## src/rtl/fetch_ctrl.sv

```systemverilog
// fetch_ctrl: instruction fetch sequencer with one outstanding bus request and a
// single-entry output buffer toward the IF/ID stage.
// Optional feature macro: FETCH_CTRL_ERR_TRAP_EN. When it is defined, a bus error
// response parks the fetcher in FAULT until a redirect arrives. When it is
// undefined, the error flag only travels with the instruction and fault_o stays 0.
// The next PC always comes from outside (pc_next_i / redirect_pc_i). The fetcher
// never adds to the PC itself.
module fetch_ctrl #(
    parameter logic [31:0] RESET_PC = 32'h8000_0000
) (
    input  logic        clk_i,
    input  logic        rst_i,
    output logic        req_valid_o,
    input  logic        req_ready_i,
    output logic [31:0] req_pc_o,
    input  logic        resp_valid_i,
    output logic        resp_ready_o,
    input  logic        resp_err_i,
    input  logic [31:0] resp_instr_i,
    input  logic [31:0] pc_next_i,
    input  logic        redirect_i,
    input  logic [31:0] redirect_pc_i,
    input  logic        halt_i,
    output logic        out_valid_o,
    input  logic        out_ready_i,
    output logic [31:0] out_instr_o,
    output logic [31:0] out_pc_o,
    output logic        out_err_o,
    output logic        fault_o
);

`ifdef FETCH_CTRL_ERR_TRAP_EN
    localparam bit ERR_TRAP_EN = 1'b1;
`else
    localparam bit ERR_TRAP_EN = 1'b0;
`endif

    typedef enum logic [2:0] {
        ST_IDLE  = 3'd0,
        ST_REQ   = 3'd1,
        ST_WAIT  = 3'd2,
        ST_DRAIN = 3'd3,
        ST_FAULT = 3'd4
    } state_e;

    state_e      state_q, state_d;
    logic [31:0] pc_q, pc_d;
    logic        buf_valid_q, buf_valid_d;
    logic [31:0] buf_instr_q, buf_instr_d;
    logic [31:0] buf_pc_q, buf_pc_d;
    logic        buf_err_q, buf_err_d;
    logic        fault_q, fault_d;

    logic req_hs;
    logic resp_hs;
    logic out_hs;

    assign req_hs  = req_valid_o & req_ready_i;
    assign resp_hs = resp_valid_i & resp_ready_o;
    assign out_hs  = buf_valid_q & out_ready_i;

    // State and datapath registers. Reset aborts any transaction at once.
    always_ff @(posedge clk_i or posedge rst_i) begin
        if (rst_i) begin
            state_q     <= ST_IDLE;
            pc_q        <= RESET_PC;
            buf_valid_q <= 1'b0;
            buf_instr_q <= '0;
            buf_pc_q    <= '0;
            buf_err_q   <= 1'b0;
            fault_q     <= 1'b0;
        end else begin
            state_q     <= state_d;
            pc_q        <= pc_d;
            buf_valid_q <= buf_valid_d;
            buf_instr_q <= buf_instr_d;
            buf_pc_q    <= buf_pc_d;
            buf_err_q   <= buf_err_d;
            fault_q     <= fault_d;
        end
    end

    // Next state, PC and buffer. A redirect overrides everything else.
    always_comb begin
        state_d     = state_q;
        pc_d        = pc_q;
        buf_valid_d = buf_valid_q & ~out_hs;
        buf_instr_d = buf_instr_q;
        buf_pc_d    = buf_pc_q;
        buf_err_d   = buf_err_q;
        fault_d     = fault_q;

        case (state_q)
            ST_IDLE: begin
                if (redirect_i) begin
                    pc_d    = redirect_pc_i;
                    state_d = ST_REQ;
                end else if (!halt_i) begin
                    state_d = ST_REQ;
                end
            end
            ST_REQ: begin
                if (redirect_i) begin
                    pc_d = redirect_pc_i;
                    // An accepted stale request still owes a response, so it must be drained.
                    state_d = req_hs ? ST_DRAIN : ST_REQ;
                end else if (req_hs) begin
                    state_d = ST_WAIT;
                end
            end
            ST_WAIT: begin
                if (redirect_i) begin
                    pc_d    = redirect_pc_i;
                    state_d = resp_hs ? ST_REQ : ST_DRAIN;
                end else if (resp_hs) begin
                    buf_valid_d = 1'b1;
                    buf_instr_d = resp_instr_i;
                    buf_pc_d    = pc_q;
                    buf_err_d   = resp_err_i;
                    if (ERR_TRAP_EN && resp_err_i) begin
                        state_d = ST_FAULT;
                        fault_d = 1'b1;
                    end else begin
                        pc_d    = pc_next_i;
                        state_d = halt_i ? ST_IDLE : ST_REQ;
                    end
                end
            end
            ST_DRAIN: begin
                // The stale response is swallowed. A redirect only retargets the PC.
                if (redirect_i) begin
                    pc_d = redirect_pc_i;
                end
                if (resp_hs) begin
                    state_d = ST_REQ;
                end
            end
            ST_FAULT: begin
                if (redirect_i) begin
                    pc_d    = redirect_pc_i;
                    state_d = ST_REQ;
                end
            end
            default: state_d = ST_IDLE;
        endcase

        if (redirect_i) begin
            buf_valid_d = 1'b0;
            fault_d     = 1'b0;
        end
    end

    // Bus-side handshake outputs decoded from the current state.
    always_comb begin
        req_valid_o  = (state_q == ST_REQ);
        resp_ready_o = 1'b0;
        case (state_q)
            ST_WAIT:  resp_ready_o = ~buf_valid_q | out_ready_i;
            ST_DRAIN: resp_ready_o = 1'b1;
            default:  resp_ready_o = 1'b0;
        endcase
    end

    assign req_pc_o    = pc_q;
    assign out_valid_o = buf_valid_q;
    assign out_instr_o = buf_instr_q;
    assign out_pc_o    = buf_pc_q;
    assign out_err_o   = buf_err_q;
    assign fault_o     = fault_q;

endmodule

```

## config.mk

```make
export PLATFORM = sky130hd
export DESIGN_NAME = fetch_ctrl
export DESIGN_NICKNAME = d
export VERILOG_FILES = /design/src/rtl/fetch_ctrl.sv
export SDC_FILE = /design/constraint.sdc
export NUM_CORES = 1
export LEC_CHECK = 0
export BUFFER_PORTS_ARGS = -buffer_cell sky130_fd_sc_hd__buf_2
export CAP_MARGIN = 25
export CORE_ASPECT_RATIO = 1.2
export CORE_MARGIN = 2
export CORE_UTILIZATION = 45
export DETAILED_ROUTE_END_ITERATION = 7
export PLACE_DENSITY = 0.76
export SLEW_MARGIN = 20
export SYNTH_ARGS = -nofsm -noshare
export SYNTH_HDL_FRONTEND = slang
export SYNTH_SLANG_ARGS = --single-unit
```

## constraint.sdc

```tcl
create_clock -name clk_i -period 3.8 [get_ports clk_i]
set_input_delay 0 -clock clk_i [delete_from_list [all_inputs] [get_ports clk_i]]
set_output_delay 0 -clock clk_i [all_outputs]
set_load 0.05 [all_outputs]
```

==> results of run 1 <==
-- cells in the final DEF (no fill, tap or decap), types with 2 or more instances in the layout --
cell type        n
buf_2          203
mux2_2         100
dfrtp_1         99
dlygate4sd3_1   36
mux2_4          30
clkbuf_16        9
nand2_1          6
inv_1            6
ha_1             5
buf_4            4
bufinv_16        3
a21oi_1          2
o21ai_0          2
-- what timing repair did --
item,4_1_cts,5_1_grt
setup buffers,0,0
endpoints found under the hold margin,97,0
hold buffers,36,0
-- final cells by class --
| type | count | share of cell area (%) |
|---|---|---|
| sequential | 100 | 40.1 |
| clock buffer | 11 | 3.89 |
| inverter | 7 | 0.461 |
| tap | 123 | 2.46 |
| clock inverter | 5 | 1.70 |
| multi-input combinational | 157 | 28.6 |
| timing repair buffer | 244 | 22.8 |
-- state kept, by name (all words and copies together) (netlist names) --
name / count
state_q: 2
out_err_o: 1
out_valid_o: 1
req_pc_o: 32
out_instr_o: 32
out_pc_o: 32
-- logic make-up (layout without fill, tap and decap cells) --
logic type,after synthesis,in the layout,synth area share [%]
adders and majority gates,5,5,1.41
buffers and inverters,22,267,3.39
other,1,1,0.0846
muxes,130,130,35.6
DFF,100,100,56.5
and+or+nand+nor,11,11,1.41
AOI/OAI and AO/OA,10,10,1.61
-- metrics by stage --
| step | area, µm² | utilization (%) |
|---|---|---|
| after floorplan | 4430 | - |
| after global placement | 5520 | 57.7 |
| after detailed placement | 5520 | 57.7 |
| after CTS | 6220 | 65.1 |
| after global routing | 6240 | 65.3 |
| final | 6240 | 65.3 |
-- tightest hold or removal path, delay by kind of cell --
| family | cells | cell delay [ns] |
|---|---|---|
| buffers and inverters | 1 | 0.07 |
| multiplexers | 2 | 0.25 |
-- how the worst min path moves through the flow --
stage	from	endpoint	slack, ns	cells past startpoint
2_1_floorplan	redirect_i	out_valid_o	0.06	1
3_3_place_gp	rst_i	out_instr_o[21]	0.19	2
3_5_place_dp	rst_i	out_instr_o[6]	0.20	2
4_1_cts	pc_next_i[25]	req_pc_o[25]	0.008	3
5_1_grt	redirect_pc_i[24]	req_pc_o[24]	0.01	3
6_report	pc_next_i[25]	req_pc_o[25]	0.02	3
-- metal layers --
metal,global-route usage (%),vias up,routed length [µm]
met2,35.4,145,5490
met1,21.3,1526,3850
li1,-,1465,-
met3,4.39,20,685
met5,0,-,0
met4,8.50,0,236
==> run metrics, run 1 <==
count leader, synth mux2_2; layout cells sized above 1 68.7%; IO buf count 203; Fin. Hold Viols 0; Max-Cap Viols 0; largest net degree at the start of global routing 66; Mapped Cells 279; Die ar. 10700 µm²; initial antenna violation count 0; DR pass1 iterations 4; crit path buf inv count 1; post_cts resized 0; Core Area 9560 µm²; CP max FO 21; Synthesized Nets 388; Final TNS setup 0 ns; Placed Cells 594; reg-to-reg startpoint state_q[0]; antenna cells 0; Synth Cell Area 4430 µm²; Wirelength per Cell 15.9 µm; terminus of the critical flop-to-flop path req_pc_o[28]; final slew viol count 0; kind of critical path flip-flop to flip-flop; post-detail-place hpwl 7030 µm; period utilization 62.4%; relative slew slack 48.9%; Setup WS pre-CTS 1.35 ns; Post-synth ARST share 100%; Sink Count 100; Fill cells 745; CP max stage cell dfrtp_1; area of the multi-input gates 1780 µm²; number of synthesized flops with an enable pin 0; DR vias/cell 4.88; Worst Path Arrival 2.59 ns; Num CTS Buffers 9; residual DRC count 0; Min Hold Slack 0.0207 ns; worst r2r path cells 6; Seq/Total Area, Yosys 56.5%; Synth Warn # 0; fin cells 647; Tot GR Track Use 19.4%; worst-margin pin slew 0.767 ns; Rows 39; area leader, netlist dfrtp_1; Crit path depth 6; Worst Setup EP req_pc_o[28]; Initial Util 46.3%; status finished, final reports clean; die height 113 µm; Synth top area share 55.9%; Hold Path Class input pin to flip-flop; synth cell count leaders mux2_2 (100), dfrtp_1 (99), mux2_4 (30); Setup Skew 0.00731 ns; vias in the first global route 3391; Routed Antenna Nets 0; Final min period 2.37 ns; Top-Level Pins 205; area growth from synthesis to layout 40.9%; Top FF cell, synth dfrtp_1; DRT Wirelength 10300 µm; latest clock arrival within the worst-skew pair 0.34 ns; FF-to-FF setup slack 1.43 ns; startpoint types flip-flop; CP delay by family, top simple AND/OR/NAND/NOR gates; Worst Setup SP state_q[0]; fmax 422 MHz; register area 2500 µm²; htree depth 3; Synth cell types 27; CTS tree yes; WP data required 4.02 ns; worst-path cell chain ha_1 > or3b_4 > a211o_1 > and2_2 > buf_12 > mux2_4; unrepaired setup endpoints after global routing false; critical path endpoint category flip-flop; clk buf depth 2; setup ws final 1.43 ns; via count 3156; die span in x 94.6 µm; top post-synthesis cells by area dfrtp_1 (56%), mux2_2 (25%), mux2_4 (10%); final setup fails 0; NumNets Final 628; Congestion Overflow GR 0; Crit path largest cell delay 0.42 ns; Initial DRC Count 68; CTS clk-pin slew, worst paths 0.07 ns; Syn Area/Cell 15.9 µm²; RePlAce Congestion 0.755; first-pass GRT wire length 16000 µm; post-synthesis register bit count 100; Root Buffer Master clkbuf_16
Power of run 1 is not shown: default switching activity piles up to over one toggle a cycle in this logic, so the estimate is an artifact.
==> inputs of run 2 (changes only) <==
CORE_UTILIZATION = 42   (was 45)
PLACE_DENSITY = 0.75   (was 0.76)
clock period = 1.95 ns   (was 3.8 ns; I/O delays follow)
==> run 2 against run 1 <==
Net effect:
- the run now ends with setup timing left
- wire length rose by 7.4%
- worst hold slack gained 0.0059 ns
- global-route usage decreased by 2.0 points
- cell count up 4.3%
- largest cell class unchanged
- register-to-register slack worse by 1.5 ns
==> run metrics, run 2 (synthesis gave the netlist of run 1 again) <==
area growth from synthesis to layout 48.8% (was 40.9%); register area 2500 µm² (about the same); kind of critical path flip-flop to flip-flop (unchanged); final setup fails 40 (was 0); Crit path largest cell delay 0.40 ns (was 0.42 ns); first-pass GRT wire length 15700 µm (was 16000 µm); fin cells 675 (was 647); unrepaired setup endpoints after global routing true (was false); initial antenna violation count 0 (unchanged); NumNets Final 650 (was 628); DRT Wirelength 11000 µm (was 10300 µm); Top-Level Pins 205 (unchanged); Initial DRC Count 55 (was 68); M2 GR Usage 31.5% (was 35.4%); WP data required 2.16 ns (was 4.02 ns); Setup Skew 0.00633 ns (was 0.00731 ns); relative slew slack 66.1% (was 48.9%); die height 117 µm (was 113 µm); Worst Path Arrival 2.21 ns (was 2.59 ns); commonest cells after routing, fill and taps aside buf_2 (203), mux2_2 (99), dfrtp_1 (98) (was buf_2 (203), mux2_2 (100), dfrtp_1 (99)); Tot GR Track Use 17.4% (was 19.4%); layout cells sized above 1 70.7% (was 68.7%); critical path endpoint category flip-flop (unchanged); Hold Path Class input pin to flip-flop (unchanged); Static Leak 0.00327 µW; antenna cells 0 (unchanged); GRT Max-Usage Layer met2 (unchanged); Num CTS Buffers 9 (unchanged); GR Util met3 4.67% (was 4.39%); status finished, violations left (was finished, final reports clean); Final min period 2.00 ns (was 2.37 ns); peak supply drop 1.16 mV; latest clock arrival within the worst-skew pair 0.33 ns (was 0.34 ns); area of the multi-input gates 1810 µm² (was 1780 µm²); largest net degree at the start of global routing 101 (was 66); residual DRC count 0 (unchanged); Setup WS pre-CTS -0.0921 ns (was 1.35 ns); Final Core Density 63.3% (was 65.3%); CTS tree yes (unchanged); Min Hold Slack 0.0265 ns (was 0.0207 ns); CP max FO 12 (was 21); failing checks setup timing; period utilization 102% (was 62.4%); CP max stage cell dfrtp_1 (unchanged); Sink Count 100 (unchanged); Congestion Overflow GR 0 (unchanged); Root Buffer Master clkbuf_16 (unchanged); Initial Util 42.5% (was 46.3%); Routed Antenna Nets 0 (unchanged); setup ws final -0.0452 ns (was 1.43 ns); Rows 41 (was 39); worst-margin pin slew 0.508 ns (was 0.767 ns); Fill cells 800 (was 745); Fin. Hold Viols 0 (unchanged); die span in x 97.8 µm (was 94.6 µm); Wirelength per Cell 16.3 µm (was 15.9 µm); RePlAce Congestion 0.763 (was 0.755); startpoint types flip-flop (unchanged); fmax 501 MHz (was 422 MHz); via count 3249 (was 3156); Die ar. 11400 µm² (was 10700 µm²); worst-path cell chain ha_2 > or3b_4 > a211o_1 > and2_4 > buf_12 > mux2_4 (was ha_1 > or3b_4 > a211o_1 > and2_2 > buf_12 > mux2_4); vias in the first global route 3287 (was 3391); met1 usage 20.5% (was 21.3%); Final TNS setup -1.13 ns (was 0 ns); DR pass1 iterations 4 (unchanged); Pwr Density 1950 nW/µm²; IO buf count 203 (unchanged); Placed Cells 610 (was 594); Max-Cap Viols 0 (unchanged); post-detail-place hpwl 6790 µm (was 7030 µm); commonest non-fill, non-tap cell in the layout buf_2 (unchanged); Core Area 10400 µm² (was 9560 µm²); htree depth 3 (unchanged); final slew viol count 0 (unchanged); clk buf depth 2 (unchanged); DR vias/cell 4.81 (was 4.88); CTS clk-pin slew, worst paths 0.06 ns (was 0.07 ns)
==> run 2: worst paths after layout <==
check,from,slack [ns],to,cells after the start
setup / recovery,state_q[0],-0.05,req_pc_o[11],6
hold / removal,pc_next_i[17],0.03,req_pc_o[17],3
setup reg to reg,state_q[0],-0.05,req_pc_o[11],6
hold reg to reg,out_instr_o[6],0.50,out_instr_o[6],1
max in group asynchronous,rst_i,1.18,out_valid_o,4
min in group asynchronous,rst_i,0.37,out_instr_o[1],4
==> run 2: area by class of cell <==
cell class | count | share of cell area, %
Clock buffer | 13 | 4.10
Clock inverter | 3 | 0.304
Inverter | 7 | 0.455
Multi-Input combinational cell | 157 | 27.5
Sequential cell | 100 | 38.0
Tap cell | 129 | 2.45
Timing Repair Buffer | 266 | 27.2
==> run 2: where the power goes <==
group | internal, µW | switching, µW | total [µW]
Clock | 968 | 729 | 1700
Sequential | 3120 | 616 | 3740
Combinational | 2410 | 5030 | 7440
Total | 6500 | 6370 | 12900
==> run 2: what timing repair did <==
action | in CTS | in global routing
cloned | 1 | 9
buffers inserted | 1 | 2
resized for setup | 3 | 13
pin swaps | 1 | 2
hold buffers | 36 | 0
endpoints found under the hold margin | 133 | 0
endpoints found under the setup margin | 86 | 98
==> run 2: through the flow <==
stage / power, µW / cell area [µm²]
finish: 12900 / 6590
global route: 13500 / 6590
CTS: 12800 / 6360
detailed placement: 11000 / 5670
global placement: 10800 / 5670
floorplan: 9280 / 4440
==> run 2: layer usage <==
metal	share of wire (%)	vias up	routed length, µm
li1	-	1509	-
met1	40	1590	4370
met2	53	135	5840
met3	5.5	15	601
met4	1.9	0	213
met5	0	-	0
==> run 2: worst max-delay path, delay by kind of cell (launching register included) <==
family	cells	cell delay, ns
flip-flops	1	0.40
adder cells (fa/ha/maj)	1	0.19
AND/OR/NAND/NOR	2	0.55
multiplexers	1	0.30
buffers and inverters	1	0.16
AO/OA/AOI/OAI	1	0.28
(Power assumes the default switching activity.)
==> inputs of run 3 (changes only) <==
HOLD_SLACK_MARGIN = 0.05   (was unset)
==> run 3 against run 2 <==
Net effect:
- the run still ends with setup timing left
- non-clock buffer count up 63
- cell count grew 9.3%
- sequential power barely moved
==> run metrics, run 3 (synthesis gave the netlist of run 1 again) <==
initial antenna violation count 0 (unchanged); DR vias/cell 4.84 (was 4.81); Pwr Density 1810 nW/µm² (was 1950 nW/µm²); CP max FO 10 (was 12); Rows 41 (unchanged); DR pass1 iterations 4 (unchanged); Num CTS Buffers 9 (unchanged); htree depth 3 (unchanged); final slew viol count 0 (unchanged); peak supply drop 1.09 mV (was 1.16 mV); Setup WS pre-CTS -0.0921 ns (unchanged); Core Area 10400 µm² (unchanged); WP data required 2.16 ns (about the same); Tot GR Track Use 20.5% (was 17.4%); Fin. Hold Viols 0 (unchanged); status finished, violations left (unchanged); Hold Path Class input pin to flip-flop (unchanged); GR Util met3 5.86% (was 4.67%); final setup fails 40 (unchanged); first-pass GRT wire length 18500 µm (was 15700 µm); Fill cells 704 (was 800); area growth from synthesis to layout 62.5% (was 48.8%); Initial DRC Count 67 (was 55); CTS clk-pin slew, worst paths 0.06 ns (about the same); Top-Level Pins 205 (unchanged); IO buf count 203 (unchanged); residual DRC count 0 (unchanged); NumNets Final 713 (was 650); Static Leak 0.00353 µW (was 0.00327 µW); fmax 498 MHz (was 501 MHz); Max-Cap Viols 0 (unchanged); Initial Util 42.5% (unchanged); DRT Wirelength 13000 µm (was 11000 µm); vias in the first global route 3781 (was 3287); latest clock arrival within the worst-skew pair 0.33 ns (about the same); Sink Count 100 (unchanged); GRT Max-Usage Layer met2 (unchanged); Wirelength per Cell 17.7 µm (was 16.3 µm); unrepaired setup endpoints after global routing true (unchanged); Congestion Overflow GR 0 (unchanged); met1 usage 23.1% (was 20.5%); commonest non-fill, non-tap cell in the layout buf_2 (unchanged); Worst Path Arrival 2.22 ns (was 2.21 ns); setup ws final -0.0578 ns (was -0.0452 ns); antenna cells 0 (unchanged); die span in x 97.8 µm (unchanged); Crit path largest cell delay 0.40 ns (about the same); startpoint types flip-flop (unchanged); commonest cells after routing, fill and taps aside buf_2 (203), mux2_2 (100), dlygate4sd3_1 (100) (was buf_2 (203), mux2_2 (99), dfrtp_1 (98)); Placed Cells 610 (unchanged); post-detail-place hpwl 6790 µm (unchanged); post-layout power 13000 µW (was 12900 µW); M2 GR Usage 38.2% (was 31.5%); clk buf depth 2 (unchanged); CTS tree yes (unchanged); period utilization 103% (was 102%); RePlAce Congestion 0.763 (unchanged); kind of critical path flip-flop to flip-flop (unchanged); Routed Antenna Nets 0 (unchanged); largest net degree at the start of global routing 101 (unchanged); failing checks setup timing (unchanged); die height 117 µm (unchanged); Root Buffer Master clkbuf_16 (unchanged); relative slew slack 66.2% (was 66.1%); Setup Skew 0.00761 ns (was 0.00633 ns); CP max stage cell dfrtp_1 (unchanged); Final min period 2.01 ns (was 2.00 ns); layout cells sized above 1 63.1% (was 70.7%); worst-margin pin slew 0.508 ns (about the same); critical path endpoint category flip-flop (unchanged); Die ar. 11400 µm² (unchanged); via count 3571 (was 3249); worst-path cell chain ha_2 > or3b_4 > a211o_1 > and2_4 > buf_12 > mux2_4 (unchanged); fin cells 738 (was 675)
-- run 3: changes by cell type in the layout (fill, tap and decap cells not counted), sizes merged --
cell / change
clkbuf: -1
dlygate4sd3: +64
-- run 3: path summary, 6_finish.rpt --
check                      slack [ns]        endpoint  cells past startpoint            from
max                             -0.06     req_pc_o[2]                      6      state_q[0]
min                              0.08     req_pc_o[4]                      3    pc_next_i[4]
max reg2reg                     -0.06     req_pc_o[2]                      6      state_q[0]
min reg2reg                      0.50  out_instr_o[6]                      1  out_instr_o[6]
max in group asynchronous        1.18     out_valid_o                      4           rst_i
min in group asynchronous        0.38  out_instr_o[4]                      4           rst_i
-- run 3: metrics by stage --
stage                     util, %  hold WS [ns]  instance area (µm²)  TNS, ns
final                        69.1        0.0752                 7200    -1.33
after global routing         69.1        0.0610                 7200    -3.52
after CTS                    67.2        0.0571                 7000    -2.43
after detailed placement     54.4         0.196                 5670    -4.64
after global placement       54.4         0.179                 5670    -1.34
after floorplan                 -        0.0595                 4440    -2.87
-- run 3: power by group --
part | switching [µW] | internal, µW
Combinational | 5090 | 2480
Clock | 739 | 969
Sequential | 635 | 3120
Total | 6460 | 6560
-- run 3: cell type report --
type / instances / area, µm² / area share [%]
flip-flops and latches: 100 / 2500 / 34.8
well taps: 129 / 161 / 2.24
clock inverters: 3 / 20.0 / 0.278
clock buffers: 13 / 270 / 3.75
repair buffers: 329 / 2410 / 33.4
inverters: 7 / 30.0 / 0.417
multi-input cells: 157 / 1810 / 25.1
-- run 3: timing repair --
| action | 4_1_cts | 5_1_grt |
|---|---|---|
| setup endpoints to repair | 86 | 98 |
| setup buffers | 1 | 2 |
| endpoints found under the hold margin | 166 | 0 |
| pin swaps | 1 | 2 |
| gates resized for setup | 3 | 13 |
| gates cloned | 1 | 8 |
| hold buffers | 100 | 0 |
-- run 3: per-layer routing --
metal	part of all wire, %	vias up
met1	38	1753
met3	5.4	21
met2	54	155
li1	-	1642
met5	0	-
met4	1.8	0
-- run 3: critical path, delay by kind of cell, from the launching register on --
| kind | cells | cell delay (ns) |
|---|---|---|
| flops | 1 | 0.40 |
| buf+inv | 1 | 0.16 |
| simple gates | 2 | 0.55 |
| mux | 1 | 0.30 |
| fa+ha+maj | 1 | 0.19 |
| compound gates | 1 | 0.28 |
